==> config.mk <==
export PLATFORM = sky130hd
export DESIGN_NAME = ps_fetch
export DESIGN_NICKNAME = d
export VERILOG_FILES = /design/src/rtl/ps_defs.sv /design/src/rtl/ps_pc_stack.sv /design/src/rtl/ps_fetch.sv
export SDC_FILE = /design/constraint.sdc
export NUM_CORES = 1
export LEC_CHECK = 0
export CAP_MARGIN = 5
export CORE_ASPECT_RATIO = 0.75
export CORE_MARGIN = 2
export CORE_UTILIZATION = 45
export CTS_CLUSTER_SIZE = 40
export DETAILED_ROUTE_END_ITERATION = 8
export PLACE_DENSITY = 0.86
export SLEW_MARGIN = 20
export SYNTH_ARGS = -nofsm -noshare
export SYNTH_HDL_FRONTEND = slang
export SYNTH_SLANG_ARGS = --single-unit
==> constraint.sdc <==
create_clock -name clk -period 2.7 [get_ports clk]
set_input_delay 0.27 -clock clk [delete_from_list [all_inputs] [get_ports clk]]
set_output_delay 0.27 -clock clk [all_outputs]
set_load 0.05 [all_outputs]
==> src/rtl/ps_defs.sv <==
// Shared program-sequencer definitions: PM bus widths (shared with memory),
// the reset fetch address, and the redirect-source encoding used by ps_fetch.
package ps_defs;

  localparam int PM_ADDR_W = 16;
  localparam int PM_DATA_W = 32;
  localparam int RESET_PC  = 0;

  typedef enum logic [1:0] {
    REDIR_NONE = 2'd0,
    REDIR_JMP  = 2'd1,
    REDIR_RTS  = 2'd2
  } redir_e;

  // A jump always wins over a return; a return with a jump is not popped.
  function automatic redir_e redir_sel(input logic jmp, input logic rts);
    if (jmp)      return REDIR_JMP;
    else if (rts) return REDIR_RTS;
    else          return REDIR_NONE;
  endfunction

endpackage

==> src/rtl/ps_pc_stack.sv <==
// Hardware PC stack for call/return: LIFO of DEPTH x WIDTH return addresses.
// Push on full and pop on empty are ignored here; the caller flags them.
module ps_pc_stack #(
  parameter int DEPTH = 4,
  parameter int WIDTH = 16
) (
  input  logic             i_clk,
  input  logic             i_rst_n,
  input  logic             i_push,
  input  logic             i_pop,
  input  logic [WIDTH-1:0] i_data,
  output logic [WIDTH-1:0] o_top,
  output logic             o_full,
  output logic             o_empty
);

  localparam int PW = $clog2(DEPTH);

  logic [WIDTH-1:0] r_mem [DEPTH];
  logic [PW:0]      r_cnt;
  logic [PW-1:0]    w_wr_idx;
  logic [PW-1:0]    w_top_idx;
  logic             w_do_push;
  logic             w_do_pop;

  // Occupancy carries one extra bit so a full stack is distinguishable from empty.
  assign w_wr_idx  = r_cnt[PW-1:0];
  assign w_top_idx = w_wr_idx - PW'(1);
  assign o_full    = (r_cnt == (PW+1)'(DEPTH));
  assign o_empty   = (r_cnt == '0);
  assign o_top     = r_mem[w_top_idx];
  assign w_do_push = i_push && !o_full;
  assign w_do_pop  = i_pop && !o_empty;

  always_ff @(posedge i_clk or negedge i_rst_n) begin
    if (!i_rst_n) begin
      r_cnt <= '0;
    end else if (w_do_push) begin
      r_cnt <= r_cnt + (PW+1)'(1);
    end else if (w_do_pop) begin
      r_cnt <= r_cnt - (PW+1)'(1);
    end
  end

  always_ff @(posedge i_clk) begin
    if (w_do_push) begin
      r_mem[w_wr_idx] <= i_data;
    end
  end

endmodule

==> src/rtl/ps_fetch.sv <==
// Program-sequencer fetch stage: drives the PM read port, captures the returned
// word into the IR, handles stall and jump/call/return redirects. The PC stack
// and its sticky flags exist only when PS_PCSTACK_EN is defined.
module ps_fetch
  import ps_defs::*;
#(
  parameter int PMA_SIZE  = PM_ADDR_W,
  parameter int PMD_SIZE  = PM_DATA_W,
  parameter int STK_DEPTH = 4
) (
  input  logic                clk,
  input  logic                reset,
  input  logic                ps_stall,
  input  logic                ps_jmp,
  input  logic [PMA_SIZE-1:0] ps_jmp_add,
  input  logic                ps_call,
  input  logic                ps_rts,
  input  logic [PMD_SIZE-1:0] pm_ps_op,
  output logic                ps_pm_cslt,
  output logic                ps_pm_wrb,
  output logic [PMA_SIZE-1:0] ps_pm_add,
  output logic [PMD_SIZE-1:0] ps_ir,
  output logic                ps_ir_vld,
  output logic [PMA_SIZE-1:0] ps_ir_pc,
  output logic                ps_stk_ovf,
  output logic                ps_stk_unf
);

  logic                r_run;
  logic [PMA_SIZE-1:0] r_pc;
  logic                r_pend_vld;
  logic [PMA_SIZE-1:0] r_pend_pc;
  logic [PMD_SIZE-1:0] r_ir;
  logic                r_ir_vld;
  logic [PMA_SIZE-1:0] r_ir_pc;

  logic                w_cslt;
  redir_e              w_redir;
  logic [PMA_SIZE-1:0] w_target;
  logic                w_stk_empty;
  logic [PMA_SIZE-1:0] w_stk_top;

  assign w_cslt = r_run & ~ps_stall;

`ifdef PS_PCSTACK_EN
  logic                w_stk_full;
  logic                w_push;
  logic                w_pop;
  logic [PMA_SIZE-1:0] w_ret_pc;
  logic                r_ovf;
  logic                r_unf;

  assign w_redir  = redir_sel(ps_jmp, ps_rts);
  assign w_ret_pc = r_ir_pc + PMA_SIZE'(1);
  assign w_push   = ps_jmp && ps_call;
  assign w_pop    = (w_redir == REDIR_RTS);

  ps_pc_stack #(
    .DEPTH (STK_DEPTH),
    .WIDTH (PMA_SIZE)
  ) u_pc_stack (
    .i_clk   (clk),
    .i_rst_n (reset),
    .i_push  (w_push),
    .i_pop   (w_pop),
    .i_data  (w_ret_pc),
    .o_top   (w_stk_top),
    .o_full  (w_stk_full),
    .o_empty (w_stk_empty)
  );

  // Overflow/underflow are sticky until reset so software can poll them late.
  always_ff @(posedge clk or negedge reset) begin
    if (!reset) begin
      r_ovf <= 1'b0;
      r_unf <= 1'b0;
    end else begin
      if (w_push && w_stk_full) r_ovf <= 1'b1;
      if (w_pop && w_stk_empty) r_unf <= 1'b1;
    end
  end

  assign ps_stk_ovf = r_ovf;
  assign ps_stk_unf = r_unf;
`else
  logic w_unused_cfg;

  assign w_redir      = redir_sel(ps_jmp, 1'b0);
  assign w_stk_empty  = 1'b1;
  assign w_stk_top    = '0;
  assign ps_stk_ovf   = 1'b0;
  assign ps_stk_unf   = 1'b0;
  assign w_unused_cfg = ^{ps_call, ps_rts, (STK_DEPTH != 0)};
`endif

  // Return on an empty stack restarts from address 0.
  always_comb begin
    w_target = r_pc + PMA_SIZE'(1);
    unique case (w_redir)
      REDIR_JMP: w_target = ps_jmp_add;
      REDIR_RTS: w_target = w_stk_empty ? '0 : w_stk_top;
      default:   ;
    endcase
  end

  // A redirect flushes both the word in flight and the IR valid, even in stall;
  // IR contents stay so a later call still sees the last fetched address.
  always_ff @(posedge clk or negedge reset) begin
    if (!reset) begin
      r_run      <= 1'b0;
      r_pc       <= PMA_SIZE'(RESET_PC);
      r_pend_vld <= 1'b0;
      r_pend_pc  <= '0;
      r_ir       <= '0;
      r_ir_vld   <= 1'b0;
      r_ir_pc    <= '0;
    end else begin
      r_run <= 1'b1;
      if (w_redir != REDIR_NONE) begin
        r_pc       <= w_target;
        r_pend_vld <= 1'b0;
        r_ir_vld   <= 1'b0;
      end else if (w_cslt) begin
        r_pc       <= w_target;
        r_pend_vld <= 1'b1;
        r_pend_pc  <= r_pc;
        if (r_pend_vld) begin
          r_ir     <= pm_ps_op;
          r_ir_pc  <= r_pend_pc;
          r_ir_vld <= 1'b1;
        end
      end
    end
  end

  assign ps_pm_cslt = w_cslt;
  assign ps_pm_wrb  = 1'b0;
  assign ps_pm_add  = r_pc;
  assign ps_ir      = r_ir;
  assign ps_ir_vld  = r_ir_vld;
  assign ps_ir_pc   = r_ir_pc;

endmodule

======== Word-level counts from Yosys, hierarchy flattened ========
Index checks and enable logic that the tools add are counted.
storage, ports and cells
  output and inout port bits .............. 69
  register bits ........................... 83
  word-level logic and storage cells ...... 28
  bits of input ports ..................... 54
operators by class
  reduce and logical (&&, ||, !) cells .... 6
  multiplexer cells ....................... 9
  bitwise logic cells ..................... 3
  add/subtract/negate cells ............... 1
  equality and inequality tests ........... 2
operator list
  cell                     count
  $mux W16                 2
  $pmux W16 S2             1
  $add A16 B1 Y16 const B  1
  $mux W1                  6
  $reduce_bool A2 Y1       3
  $reduce_and A2 Y1        2
  $reduce_and A3 Y1        1
  $eq A1 B2 Y1 const B     1
  $not A1 Y1               2
  $and A1 B1 Y1            1
  $eq A1 B1 Y1 const B     1

======== Longest topological paths before layout ========
Gate-level depths: netlist of run 1.
  depth after elaboration ................. 5
  mapped depth ............................ 7
  depth with buffers taken out ............ 5

======== Worst setup path before layout of run 1 ========
OpenSTA, ideal clock, no wires.
  path type ............................... register to register
  start point ............................. reg r_pc[0] (netlist: ps_pm_add[0])
  end point ............................... reg r_pc[14] (netlist: ps_pm_add[14])
  data required time ...................... 2.574 ns
  clock period less this slack ............ 1.877 ns
  path buffers ............................ 0
  library setup time ...................... 0.126 ns
  arrival time ............................ 1.751 ns
  path slack .............................. 0.823 ns
  stages on the path, launching flop included .. 6
  cells stage by stage .................... dfrtp_1 -> ha_1 -> nand4_1 -> nor4_1 -> nor3b_1 -> a221o_1
between the ends
  cells in the longest elaborated chain, start to end .. 4
RTL lines
  element                 line             RTL
  start, declared         ps_fetch.sv:30   logic [PMA_SIZE-1:0] r_pc;
  start signal, assigned  ps_fetch.sv:111  r_pc <= PMA_SIZE'(RESET_PC);
  start signal, assigned  ps_fetch.sv:120  r_pc <= w_target;
  start signal, assigned  ps_fetch.sv:124  r_pc <= w_target;
  $add A16 B1 Y16 *       ps_fetch.sv:98   w_target = r_pc + PMA_SIZE'(1);
  $pmux W16 S2 *          ps_fetch.sv:99   unique case (w_redir)
  $mux W16                ps_fetch.sv:123  end else if (w_cslt) begin
  $mux W16 *              ps_fetch.sv:119  if (w_redir != REDIR_NONE) begin
Mark *: on every way between the ends. The rest lies on a longest branch, timed or not. The select of a mux whose other input is x is not followed.
A chain may end at the register's enable or synchronous reset.

======== Worst setup path after layout of run 1 ========
  start point ............................. in ps_stall
  end point ............................... out ps_pm_cslt
between the ends
  cells in the longest elaborated chain, start to end .. 2
RTL lines
  element          line            RTL
  start, declared  ps_fetch.sv:13  input logic ps_stall,
  $not A1 Y1       ps_fetch.sv:43  assign w_cslt = r_run & ~ps_stall;
  $and A1 B1 Y1    ps_fetch.sv:43
  end, declared    ps_fetch.sv:19  output logic ps_pm_cslt,
Every way passes these cells.

==> results of run 1 <==
state kept, by name, summed over array words and instances, names as in the netlist:
| name | cells |
|---|---|
| ps_ir_vld | 1 |
| ps_pm_add | 16 |
| r_run | 1 |
| ps_ir | 32 |
| r_pend_vld | 1 |
| r_pend_pc | 16 |
| ps_ir_pc | 16 |
cell families (layout without fill, tap and decap cells):
group | after synthesis | in the layout | share of synthesized area [%]
flops | 83 | 83 | 59.5
mux | 66 | 66 | 22.2
simple gates | 53 | 53 | 8.24
buf+inv | 18 | 139 | 3.87
compound gates | 17 | 17 | 2.94
xor+xnor | 11 | 11 | 2.76
other cells | 2 | 4 | 0.215
fa+ha+maj | 1 | 1 | 0.358
cell type report:
class                   instances  area (um2)  area share [%]
repair buffers                122        1220            24.7
flip-flops and latches         83        2080            41.9
clock buffers                  10         128            2.58
multi-input cells             152        1290            26.0
inverters                       2        7.51           0.152
clock inverters                 5         103            2.07
well taps                     101         126            2.55
power by group through the flow:
stage | Clock, uW | Combinational (uW) | Sequential (uW)
6_report | 1030 | 1720 | 1700
2_1_floorplan | 0 | 327 | 2480
3_5_place_dp | 0 | 1730 | 1720
4_1_cts | 1060 | 1740 | 1700
3_3_place_gp | 0 | 1710 | 1700
5_1_grt | 1120 | 1790 | 1740
per-layer routing:
layer  vias up  global-route usage [%]  share of wire (%)
li1       1120                       -                  -
met1      1210                    24.4                 43
met2        96                    31.0                 50
met3        13                    4.63                5.5
met4         0                    7.89                1.8
met5         -                       0                  0
worst paths after layout:
| kind | endpoint | slack [ps] |
|---|---|---|
| worst max-delay path | ps_pm_cslt | 560 |
| worst min-delay path | ps_pm_add[4]$_DFFE_PN0P_ | 490 |
| worst max register to register | ps_pm_add[14]$_DFFE_PN0P_ | 830 |
| worst min register to register | ps_ir_vld$_DFFE_PN0P_ | 490 |
| max in group asynchronous | ps_ir[15]$_DFFE_PN0P_ | 1640 |
| min in group asynchronous | r_pend_pc[6]$_DFFE_PN0P_ | 550 |
per-stage QoR:
step / worst slack, ps / area, um2 / power (uW) / hold slack, ps
2_1_floorplan: 823 / 3500 / 2810 / -25.6
3_3_place_gp: 519 / 4710 / 3410 / 468
3_5_place_dp: 464 / 4710 / 3450 / 488
4_1_cts: 548 / 4940 / 4500 / 136
5_1_grt: 500 / 4950 / 4650 / 507
6_report: 557 / 4950 / 4450 / 490
worst max-delay path, cell delays in order:
cell             delay (ps)
clkdlybuf4s50_1         490
nor2b_4                 250
clkdlybuf4s50_1         860
synthesized netlist by cell type, drive strengths merged:
master  number
dfrtp       83
mux2        64
nand2       18
buf         13
o21ai       13
nand4        9
xor2         7
nor2         6
nor4         6
xnor2        4
a221o        3
and3         3
clkbuf       3
nand3        3
conb         2
inv          2
mux2i        2
nor2b        2
nor3b        2
a21o         1
and2         1
and4b        1
ha           1
nand4b       1
nor3         1
==> metrics.txt, run 1 <==
status complete, no violations; share of cells above drive strength 1 between 20% and 30%; first-pass GRT wire length 12400 um; Die Ht 80.3 um; ANT nets after route 0; total negative slack 0 ps; synth top area cells dfrtp_1, mux2_2, mux2_4, nand2_1, o21ai_0; flop and latch count out of synthesis 83; # setup viols final 0; post-synthesis cell area 3490 um2; Yosys cell types 31; core footprint around 7400 um2; Final Util 66.7%; pwr/cell area between 800 and 900 nW/um2; register share of total power 38.1%; Synth-to-Final Area Change 41.8%; sequential-to-total area share from yosys stat ~59%; setup bufs post-CTS 0; Num CTS Buffers 9; initial detailed-routing violation count slightly above 80; hold crit path type in -> reg; hold depth 3; syn avg cell area 13.9 um2; Crit Path Category in -> out; Clock transition at path regs 80 ps; Worst-Margin Slew ~740 ps; area leader, netlist dfrtp_1; clk_skew around 8.4 ps; cts hold-fix bufs 0; Residual DRC 0; Clock Root Buffer clkbuf_8; top-area cell type share of the netlist area 59.5%; worst vdd ir 625 uV; Max Transition Viols Final 0; # diodes 0; Combinational Power Share between 30% and 40%; fmax 0.467 GHz; final std cells w/o fill around 480; Total Routing Usage GR between 10% and 20%; period utilization 79.4%; Sw Ratio 37.2%; Post-Place Cells 459; Vias 2439; H-Tree Depth 3; max cap viols 0; CTS resizes 0; initial core utilization 47.0%; Die ar. 8490 um2; vias in the first global route 2438; drt total wl 7720 um; unrepaired setup endpoints after global routing false; clk_lat worst skew 340 ps; initial antenna violation count 0; Pre-Repair DR Iteration Count 4; clock sinks 83; minimum clock period about 2100 ps; Die Width ~110 um; CTS tree done; Vias per Instance 5.13; warnings from Yosys 0; Hold Crit Start ps_jmp_add[4]; commonest non-fill, non-tap cell in the layout clkdlybuf4s50_1; drt wl/cell 16.2 um; Final HPWL DP 5430 um; crit end category primary output; switching power 1650 uW; PortBufs 117; layout net count around 430; R2R cell count 5; Clock power frac 23.2%; worst rel slew slack 50.4%; internal power 2800 uW; Crit path required time between 2000 and 2500 ps; Critical Path AT 1870 ps; Crit Path Max Fanout 8; Final Hold Viols 0; I/O pin total 123; maximum buffer depth of the clock tree 2; RR Startpoint ps_pm_add[0]$_DFFE_PN0P_; GPL Wtd Cong 0.816; pin count of the biggest net entering global routing 84; # rows 27; leakage power total approximately 0.0021 uW; CP startpoint ps_stall; cells after synthesis 251; # fillers 575; GRT overflow 0; most frequent cells in the layout clkdlybuf4s50_1, dfrtp_1, mux2_2, nand2_1, o21ai_0; CP Launch Type input pin
No activity file was read; power rests on OpenSTA's default activity.
==> inputs of run 2 (changes only) <==
- clock period: 2.7 -> 2.15 ns (I/O delays scaled with it)
==> metrics.txt, run 2 (synthesis gave the netlist of run 1 again) <==
Final Hold Viols 0 (unchanged); CTS resizes 0 (unchanged); cell area after layout 4950 um2 (unchanged); initial antenna violation count 0 (unchanged); period utilization 91.4%; Crit path required time 1930 ps (-500 ps); CTS tree done; worst-path cell chain clkdlybuf4s50_1; Worst-Margin Slew 568 ps (-176 ps); Die ar. 8490 um2 (unchanged); I/O pin total 123 (unchanged); Clock Root Buffer clkbuf_8; sequential cell area 2080 um2 (unchanged); core footprint 7430 um2 (unchanged); slowest stage delay, CP 870 ps (about the same); R2R cell count 5 (unchanged); commonest non-fill, non-tap cell in the layout clkdlybuf4s50_1; worst rel slew slack 62.1% (+12 points); total negative slack 0 ps (unchanged); cts hold-fix bufs 1 (+1); max cap viols 0 (unchanged); Clock transition at path regs 80 ps (about the same); # setup viols final 0 (unchanged); RR Startpoint ps_pm_add[0]$_DFFE_PN0P_; crit path buf inv count 1 (-1); Final HPWL DP 5730 um (+5.5%); Top delay family on crit path buffers and inverters; Largest register FFs 32 (unchanged); # fillers 566 (-1.6%); CP startpoint ps_pm_add[0]$_DFFE_PN0P_; critical path's slowest cell clkdlybuf4s50_1; # diodes 0 (unchanged); Num CTS Buffers 9 (unchanged); GRT overflow 0 (unchanged); clk_skew 4.45 ps (-3.95 ps); Die Ht 80.3 um (unchanged); drt wl/cell 16.3 um (+0.25%); layout net count 429 (+0.94%); ANT nets after route 0 (unchanged); dpl cell area 4760 um2 (+1.1%); Multi-input gate area 1290 um2 (unchanged); Vias per Instance 5.10 (-0.63%); Vias 2439 (unchanged); Crit Path Category reg -> out; Total Routing Usage GR 19.4% (+0.47 points); first-pass GRT wire length 12800 um (+4.0%); minimum clock period 1970 ps; H-Tree Depth 3 (unchanged); reg-to-reg endpoint ps_pm_add[12]$_DFFE_PN0P_; GPL Wtd Cong 0.820 (+0.49%); FF-to-FF setup slack 260 ps (-570 ps); # rows 27 (unchanged); Die Width 106 um (unchanged); clock sinks 83 (unchanged); maximum buffer depth of the clock tree 2 (unchanged); leakage power total 0.00211 uW (+0.52%); status complete, no violations; CP Launch Type flop; initial detailed-routing violation count 109 (+35%); Synth-to-Final Area Change 41.8% (unchanged); initial core utilization 47.0% (unchanged); hold crit path type in -> async; clk_lat worst skew 330 ps (about the same); Max Transition Viols Final 0 (unchanged); Crit Path Max Fanout 8 (unchanged); vias in the first global route 2605 (+6.8%); drt total wl 7790 um (+0.88%); pwr/cell area 1080 nW/um2 (+20%); PortBufs 117 (unchanged); most frequent cells in the layout clkdlybuf4s50_1, dfrtp_1, mux2_2, nand2_1, o21ai_0; share of cells above drive strength 1 23.6% (+0.88 points); pin count of the biggest net entering global routing 45 (-46%); worst vdd ir 564 uV (-9.6%); Pre-Repair DR Iteration Count 4 (unchanged); Critical Path AT 1750 ps (-120 ps); Residual DRC 0 (unchanged); unrepaired setup endpoints after global routing false; fmax 0.509 GHz; crit end category primary output; setup bufs post-CTS 0 (unchanged)
run 2: cell types whose count changed in the layout (fill, tap and decap cells not counted), sizes merged:
cell and delta:
buf +5, bufinv -2, clkbuf +1, clkdlybuf4s50 -1
clkinv +1, clkinvlp -1
run 2: cell type report:
| cell class | instances | share of cell area [%] |
|---|---|---|
| clock inverter | 3 | 0.808 |
| clock buffer | 11 | 2.85 |
| inverter | 2 | 0.152 |
| timing repair buffer | 126 | 25.7 |
| tap | 101 | 2.55 |
| sequential | 83 | 41.9 |
| multi-input combinational | 152 | 26.0 |
run 2: report_power, final:
part / internal [uW] / switching [uW]
Sequential: 1910 / 220
Combinational: 846 / 1330
Clock: 553 / 502
run 2: stage by stage:
step	instances	setup slack [ps]	hold slack, ps	util [%]	power (uW)
6_report	478	184	426	66.7	5360
5_1_grt	478	15.5	458	66.7	5600
3_3_place_gp	463	217	242	64.1	4290
2_1_floorplan	253	273	-80.6	-	3530
3_5_place_dp	463	110	252	64.1	4350
4_1_cts	478	162	433	66.7	5420
run 2: worst max-delay path by stage:
stage	slack (ps)	to	cells after the start
6_report	180	ps_pm_add[0]	1
5_1_grt	20	ps_pm_add[14]$_DFFE_PN0P_	5
4_1_cts	160	ps_pm_add[0]	1
3_5_place_dp	110	ps_pm_add[14]$_DFFE_PN0P_	5
3_3_place_gp	220	ps_pm_add[13]$_DFFE_PN0P_	5
2_1_floorplan	270	ps_pm_add[14]$_DFFE_PN0P_	5
run 2: metal layers:
| metal | vias up | share of wire (%) | routed length, um | GRT usage, % |
|---|---|---|---|---|
| met1 | 1231 | 42 | 3310 | 23.7 |
| met5 | - | 0 | 0 | 0 |
| met3 | 6 | 5.5 | 429 | 4.63 |
| met4 | 0 | 1.0 | 79 | 5.39 |
| met2 | 78 | 51 | 3970 | 34.8 |
| li1 | 1124 | - | - | - |
run 2: worst reg2reg max path, stage by stage, from the launching register on:
cell	delay, ps
dfrtp_1	550
ha_1	340
nand4_1	180
nor4_1	350
nor2_1	100
a221o_1	270
==> inputs of run 3 (changes only) <==
- CAP_MARGIN: 5 -> 15
- GPL_TIMING_DRIVEN: unset -> 1
==> results of run 3 <==
No change in the layout: final DEF, timing and power equal those of run 2.
